`config.mk`:
```
export PLATFORM = sky130hd
export DESIGN_NAME = descriptor_buffer
export DESIGN_NICKNAME = d
export VERILOG_FILES = /design/src/rtl/descriptor_buffer.sv
export SDC_FILE = /design/constraint.sdc
export NUM_CORES = 1
export LEC_CHECK = 0
export ABC_AREA = 1
export ABC_CLOCK_PERIOD_IN_PS = 9700
export CELL_PAD_IN_SITES_DETAIL_PLACEMENT = 1
export CELL_PAD_IN_SITES_GLOBAL_PLACEMENT = 2
export CORE_MARGIN = 3
export CORE_UTILIZATION = 40
export DETAILED_ROUTE_END_ITERATION = 16
export GPL_TIMING_DRIVEN = 0
export PLACE_DENSITY = 0.87
export REMOVE_ABC_BUFFERS = 1
export SYNTH_ARGS = -nofsm -noshare
export SYNTH_HDL_FRONTEND = slang
export SYNTH_SLANG_ARGS = --single-unit
```
`constraint.sdc`:
```
create_clock -name clk_sys -period 9.7 [get_ports clk_sys]
set_input_delay 0.97 -clock clk_sys [delete_from_list [all_inputs] [get_ports clk_sys]]
set_output_delay 0.97 -clock clk_sys [all_outputs]
set_load 0.1 [all_outputs]
```
`src/rtl/descriptor_buffer.sv`:
```
// descriptor_buffer
//   Small synchronous FIFO between the frame-parser descriptor sender and the
//   lookup/queue manager. Descriptors arrive on a level-wr / pulse-ack
//   handshake, are stored in order, and are re-issued downstream with the same
//   protocol. Downstream stalls are absorbed; upstream is backpressured by
//   withholding ack while the FIFO is full.
//
// Ports
//   clk_sys                 in   1      system clock, rising edge
//   reset_n                 in   1      synchronous active-low reset
//   i_descriptor_wr         in   1      upstream valid, held until ack
//   iv_descriptor           in   DW     upstream descriptor
//   o_descriptor_ack        out  1      single-cycle accept pulse to upstream
//   o_descriptor_wr         out  1      downstream valid, held until i_descriptor_ack
//   ov_descriptor           out  DW     downstream descriptor (0 when not valid)
//   i_descriptor_ack        in   1      downstream accept pulse
//   ov_fifo_usedw           out  AW+1   FIFO occupancy, 0..DEPTH
//   o_fifo_full             out  1      occupancy == DEPTH
//   descriptor_buffer_state out  2      output FSM state (debug)
module descriptor_buffer #(
    parameter int DW    = 72,
    parameter int DEPTH = 8,
    parameter int AW    = 3
) (
    input  logic          clk_sys,
    input  logic          reset_n,
    input  logic          i_descriptor_wr,
    input  logic [DW-1:0] iv_descriptor,
    output logic          o_descriptor_ack,
    output logic          o_descriptor_wr,
    output logic [DW-1:0] ov_descriptor,
    input  logic          i_descriptor_ack,
    output logic [AW:0]   ov_fifo_usedw,
    output logic          o_fifo_full,
    output logic [1:0]    descriptor_buffer_state
);

    typedef enum logic [1:0] {
        IDLE_S     = 2'b00,
        WAIT_ACK_S = 2'b10
    } state_e;

    localparam logic [AW:0] DEPTH_CNT = (AW+1)'(DEPTH);

    logic [DW-1:0] mem_q [DEPTH];

    state_e        state_q,   state_d;
    logic [AW-1:0] wr_ptr_q,  wr_ptr_d;
    logic [AW-1:0] rd_ptr_q,  rd_ptr_d;
    logic [AW:0]   cnt_q,     cnt_d;
    logic          full_q,    full_d;
    logic          ack_q,     ack_d;
    logic          owr_q,     owr_d;
    logic [DW-1:0] odata_q,   odata_d;

    logic          push;
    logic          pop;

    // Input side: the ack_q term stops a second write in the cycle upstream
    // still holds wr while it is seeing the previous ack.
    always_comb begin
        push     = i_descriptor_wr && !ack_q && !full_q;
        ack_d    = push;
        wr_ptr_d = push ? wr_ptr_q + AW'(1) : wr_ptr_q;
    end

    // Output FSM: a pop is the load of the head entry into the output register.
    always_comb begin
        state_d  = state_q;
        owr_d    = owr_q;
        odata_d  = odata_q;
        rd_ptr_d = rd_ptr_q;
        pop      = 1'b0;
        case (state_q)
            IDLE_S: begin
                if (cnt_q != '0) begin
                    pop      = 1'b1;
                    odata_d  = mem_q[rd_ptr_q];
                    owr_d    = 1'b1;
                    rd_ptr_d = rd_ptr_q + AW'(1);
                    state_d  = WAIT_ACK_S;
                end else begin
                    owr_d   = 1'b0;
                    odata_d = '0;
                end
            end
            WAIT_ACK_S: begin
                if (i_descriptor_ack) begin
                    owr_d   = 1'b0;
                    odata_d = '0;
                    state_d = IDLE_S;
                end
            end
            default: begin
                owr_d   = 1'b0;
                odata_d = '0;
                state_d = IDLE_S;
            end
        endcase
    end

    // Occupancy: simultaneous push and pop leave the count unchanged.
    always_comb begin
        cnt_d = cnt_q;
        case ({push, pop})
            2'b10:   cnt_d = cnt_q + (AW+1)'(1);
            2'b01:   cnt_d = cnt_q - (AW+1)'(1);
            default: cnt_d = cnt_q;
        endcase
        full_d = (cnt_d == DEPTH_CNT);
    end

    always_ff @(posedge clk_sys) begin
        if (!reset_n) begin
            state_q  <= IDLE_S;
            wr_ptr_q <= '0;
            rd_ptr_q <= '0;
            cnt_q    <= '0;
            full_q   <= 1'b0;
            ack_q    <= 1'b0;
            owr_q    <= 1'b0;
            odata_q  <= '0;
        end else begin
            state_q  <= state_d;
            wr_ptr_q <= wr_ptr_d;
            rd_ptr_q <= rd_ptr_d;
            cnt_q    <= cnt_d;
            full_q   <= full_d;
            ack_q    <= ack_d;
            owr_q    <= owr_d;
            odata_q  <= odata_d;
        end
    end

    // Storage is not reset; contents are only read when occupancy says valid.
    always_ff @(posedge clk_sys) begin
        if (reset_n && push) begin
            mem_q[wr_ptr_q] <= iv_descriptor;
        end
    end

    assign o_descriptor_ack        = ack_q;
    assign o_descriptor_wr         = owr_q;
    assign ov_descriptor           = odata_q;
    assign ov_fifo_usedw           = cnt_q;
    assign o_fifo_full             = full_q;
    assign descriptor_buffer_state = state_q;

endmodule
```
# Word-level counts from Yosys, hierarchy flattened

Memory sizes are Yosys's and may differ from the RTL's. A register that Yosys moved wholly into a read port is not among the register bits.
Index checks and enable logic that the tools add are counted.

Memories: 1
Memory bits (writable): 576
Word-level logic and storage cells: 43
Input bits: 76
Bits in registers: 87

Memories:

| memory | depth | width | read ports | clocked after memory_dff | wr ports | line | source |
|---|---|---|---|---|---|---|---|
| mem_q  | 8     | 72    | 1          | 1                        | 1        | 45   | `logic [DW-1:0] mem_q [DEPTH];` |

Add/subtract/negate cells: 4
Equal/unequal tests: 6
Multiplexer cells: 15
Reductions and logical operators: 9

Operators with widths:

| kind                                                                | number |
|---|---|
| 72-bit two-way mux                                                  | 2 |
| 72-bit one-hot mux with 2 select lines                              | 1 |
| 4-bit one-hot mux with 2 select lines                               | 1 |
| 3-bit by 1-bit adder with 3-bit output (second input constant)      | 2 |
| 3-bit two-way mux                                                   | 2 |
| 1-bit two-way mux                                                   | 5 |
| 4-bit by 1-bit adder with 4-bit output (second input constant)      | 1 |
| 2-bit == test (second input constant)                               | 2 |
| 4-bit == test (second input constant)                               | 1 |
| 2-bit two-way mux                                                   | 2 |
| 2-bit != test (second input constant)                               | 2 |
| 2-bit one-hot mux with 2 select lines                               | 1 |
| 2-bit AND reduction                                                 | 2 |
| 4-bit nonzero test                                                  | 1 |
| 4-bit by 1-bit subtractor with 4-bit output (second input constant) | 1 |
| 1-bit logical AND                                                   | 3 |
| 2-bit by 1-bit == test with 1-bit output (second input constant)    | 1 |
| 1-bit zero test                                                     | 2 |
| 2-bit zero test                                                     | 1 |
| 1-bit one-hot mux with 2 select lines                               | 1 |

# Depth between registers and ports, before layout

Gate-level depths: netlist of run 1.

Depth in word-level cells: 6
Gate-level depth with buffers: 16
Mapped depth without buffers: 15

# Worst setup path after synthesis of run 1

No wires, ideal clock.

Path type: input to register
From: input port i_descriptor_wr
To: memory mem_q[1][0] (enable)
Data arrival time: 6.500 ns
Path slack: 2.609 ns
Required time: 9.109 ns
Path buffers: 0
Cell stages on the path: 6
Setup time: 0.591 ns
Cell sequence: inv_1 nor3_1 inv_1 nor2_1 nand2_1 nor3_1

Cells in the longest elaborated chain, start to end: 5

Ends and longest elaborated chain:

| element                                 | line | source |
|---|---|---|
| start: declaration                      | 27   | `input logic i_descriptor_wr,` |
| 1-bit logical AND (2 in a row)          | 62   | `push = i_descriptor_wr && !ack_q && !full_q;` |
| 1-bit logical AND                       | 137  | `if (reset_n && push) begin` |
| 1-bit two-way mux                       | 137  |  |
| 1-bit two-way mux (implied by the code) | 138  | `mem_q[wr_ptr_q] <= iv_descriptor;` |
| end: declaration                        | 45   |  |

No other way between the ends.

# Worst setup path in the final report of run 1

From: input port reset_n
To: memory mem_q[1][52] (enable)

Cells in the longest elaborated chain, start to end: 3

Ends and longest elaborated chain:

| element                                 | line | source |
|---|---|---|
| start: declaration                      | 26   | `input logic reset_n,` |
| 1-bit logical AND                       | 137  |  |
| 1-bit two-way mux                       | 137  |  |
| 1-bit two-way mux (implied by the code) | 138  |  |

No other way between the ends.

==> impl_metrics.toml, run 1 <==
[timing]
tns_ns = 0
finalMaxSlewViolations = 0
setup-violations-final = 0
period_needed_ns = 4.197
skew_ns = 0.02405
slew_headroom = 0.2470
worstMarginPinSlew_ns = 1.126
rsz0062_at_grt = "false"
fin_crit_sh = 0.4327
hold_viol = 0
max_clock_freq_mhz = 238.3

[clock_tree]
clkSinkCount = 665
clockRootBuffer = "clkbuf_16"
hold_buffers = 0
insertion_delay_ns = 0.60
postCtsSetupRepairBufs = 0
cts-resized-gates = 0
htreeDepth = 3
clkSlewWorstSetupHoldPaths_ns = 0.06
cts_tree = "yes"
cts_buffers = 71
clockBufferDepth = 3

[global_route]
antenna_found_initial = 6
grt_max_degree = 103
grt.total_usage = 0.2076
grt_pass1_wl_um = 108000
grt_pass1_vias = 18722
overflow = 0

[worst_setup_path]
slowest_delay_ns = 0.75
cpMostUsedCell = "buf_6"
end_kind = "register"
cp_max_fo = 79
cpMaxStageDelayCell = "clkinv_4"
crit_buf_inv = 6
crit_required_ns = 10.01
crit_start = "reset_n"
cpLargestDelayFamily = "buffers and inverters"
timing.rr.start = "o_descriptor_ack"
critPathKind = "in2reg"
cp-start-kind = "input pin"
worstPathCellList = "clkdlybuf4s50_1, clkinv_4, nor2_1, nand2_1, nor3_2, buf_6, buf_6, buf_6, buf_6"
worstPathArrival_ns = 4.51

[synthesis]
synth_simple_gate_area_frac = 0.1735
ys_ff_latch = 665
yosys.area.top_type = "edfxtp_1"
synth_area_mm2 = 0.02625
synthCells = 2335
synth_top_area_frac = 0.6590
synth_seq_area_share = 0.7269
synth_common_cells = "576 x edfxtp_1, 571 x nand2_1, 406 x nor2_1, 173 x nand3_1, 128 x o21ai_0"
yosys-top-cells-area = "edfxtp_1 66%, nand2_1 8.2%, dfxtp_1 6.8%"
ys.flop_type = "edfxtp_1"
yosys.area_share.adder = 0.002383
async_reset_ff_frac = 0
synth_edf_count = 576
ys_types = 24
synth.most_common_cell = "edfxtp_1"
synth_mux_area_frac = 0
synth_top_family_by_area = "simple AND/OR/NAND/NOR gates"
synth_xor_area_frac = 0.0006674
avgSynthCellArea_um2 = 11.24
synth_compound_gate_area_share = 0.05353
synth_warnings = 0

[power]
ir_worst_vdd_mv = 0.2413
power-per-cell-area_mw_per_mm2 = 296.4
p_leak_nw = 11.37

[drt]
drc = 0
routed_wl_um = 71440
vias_per_cell = 5.230
postRouteAntennaNets = 0
initialDrtViolationCount = 1405
first_pass_iters = 5
vias = 17772
wire_per_inst_um = 21.02

[layout]
drive_gt1_frac = 0.06651
stdcell_count = 3398
fin_util = 0.4887
areaGrowthSynthToFinish_pct = 20.47
final_nets = 2564

[placement]
dp_hpwl_um = 43220
place_inst = 3265
port_buffers = 155
gp_congestion = 0.6978

[floorplanning]
std_cell_rows = 93
die-area_mm2 = 0.06873
initial_utilization = 0.4057
dieWidth_um = 262.2
core_area_mm2 = 0.06470
fp.dieH_um = 262.2
ios = 157

[flow_run]
max_cap_viol_count = 0

[min_path]
min-delay-start = "ov_descriptor[12]"
hp-class = "reg2reg"

[outcome]
status = "completed"
## cell families (layout without fill, tap and decap cells)
| group | Yosys count | in the layout |
|---|---|---|
| flip-flops | 665 | 665 |
| other | 1 | 3 |
| buffers and inverters | 252 | 458 |
| AO/OA/AOI/OAI | 256 | 256 |
| XOR/XNOR | 2 | 2 |
| adder cells (fa/ha/maj) | 5 | 5 |
| AND/OR/NAND/NOR | 1154 | 1154 |
## layer usage
layer	vias up	GRT usage	wire [um]
li1	8217	-	-
met1	9013	0.2691	30910
met2	414	0.3566	35280
met3	120	0.03498	3540
met4	8	0.06585	1660
met5	-	0	48
## worst min-delay path, stage by stage, from the launching register on
cell     delay (ns)
dfxtp_1        0.30
nand2_1        0.06
a21oi_1        0.05
## final timing paths
kind | endpoint | slack [ns] | cells past startpoint
hold reg to reg | ov_descriptor[12] | 0.46 | 2
setup reg to reg | mem_q[1][52] | 6.68 | 9
hold / removal | ov_descriptor[12] | 0.46 | 2
setup / recovery | mem_q[1][52] | 5.50 | 9
## sequential cells by signal (all words and copies together) (netlist names), named ones only
signal	cells
rd_ptr_q	3
ov_fifo_usedw	4
o_fifo_full	1
o_descriptor_wr	1
descriptor_buffer_state	1
o_descriptor_ack	1
mem_q	576
wr_ptr_q	3
ov_descriptor	72
## stage by stage
stage	setup WS, ns	area (um2)	total power, mW	hold slack (ns)
after floorplan	-1.788	25560	5.879	0.4476
after global routing	5.324	31620	9.856	0.4794
after detailed placement	4.894	29310	6.762	0.4561
final	5.503	31620	9.371	0.4618
after CTS	5.478	31620	9.476	0.4653
after global placement	-11.03	28190	6.880	0.4554
## power breakdown
| group | internal, mW | leakage [nW] | total [mW] | switching [mW] |
|---|---|---|---|---|
| logic | 0.853 | 4.32 | 3.17 | 2.32 |
| registers | 3.34 | 5.93 | 3.52 | 0.179 |
| clock network | 1.59 | 1.12 | 2.68 | 1.10 |
| total | 5.78 | 11.4 | 9.37 | 3.59 |
## layout make-up
class                           count  area [um2]
Inverter                          118       462.9
Antenna cell                        2       5.005
Fill cell                        6787       33080
Clock buffer                       99        2017
Timing Repair Buffer              209        2581
Clock inverter                     32       289.0
Multi-Input combinational cell   1418        6106
Tap cell                          855        1070
Sequential cell                   665       19090
## cells in the final DEF (no fill, tap or decap)
master and count:
clkinv_2 7, edfxtp_1 576, inv_4 2, conb_1 1, o21a_1 1, buf_4 2
bufinv_16 5, clkdlybuf4s50_1 155, buf_6 17, dfxtp_1 86, nor2_1 399, clkbuf_1 19
clkinv_1 14, buf_16 17, ha_1 5, a21oi_1 78, nor2_4 7, nor3_1 1
dfxtp_4 3, clkbuf_8 5, o22ai_1 1, clkbuf_16 75, inv_1 113, inv_6 5
clkinv_4 3, nand3_1 173, o211ai_1 48, diode_2 2, nand2_1 571, xnor2_1 1
nor3_2 2, buf_8 1, buf_12 17, and3_1 1, clkinvlp_4 1, o21ai_0 128
xor2_1 1
(Power assumes the default switching activity.)
==> inputs of run 2 (changes only) <==
Settings changed: ABC_CLOCK_PERIOD_IN_PS 9700 to 3900.
Clock period 9.7 ns to 3.9 ns, I/O delays scaled along.
==> results of run 2 <==
Same layout as run 1 (identical final DEF). Status: completed.
Among the figures that moved: setup slack after placement 4.894 ns -> -0.3260 ns; setup slack after layout 5.503 ns -> 0.2832 ns; register-to-register setup slack 6.68 ns -> 0.88 ns; total power 9.371 mW -> 23.31 mW; worst IR drop on VDD 0.2413 mV -> 0.6001 mV
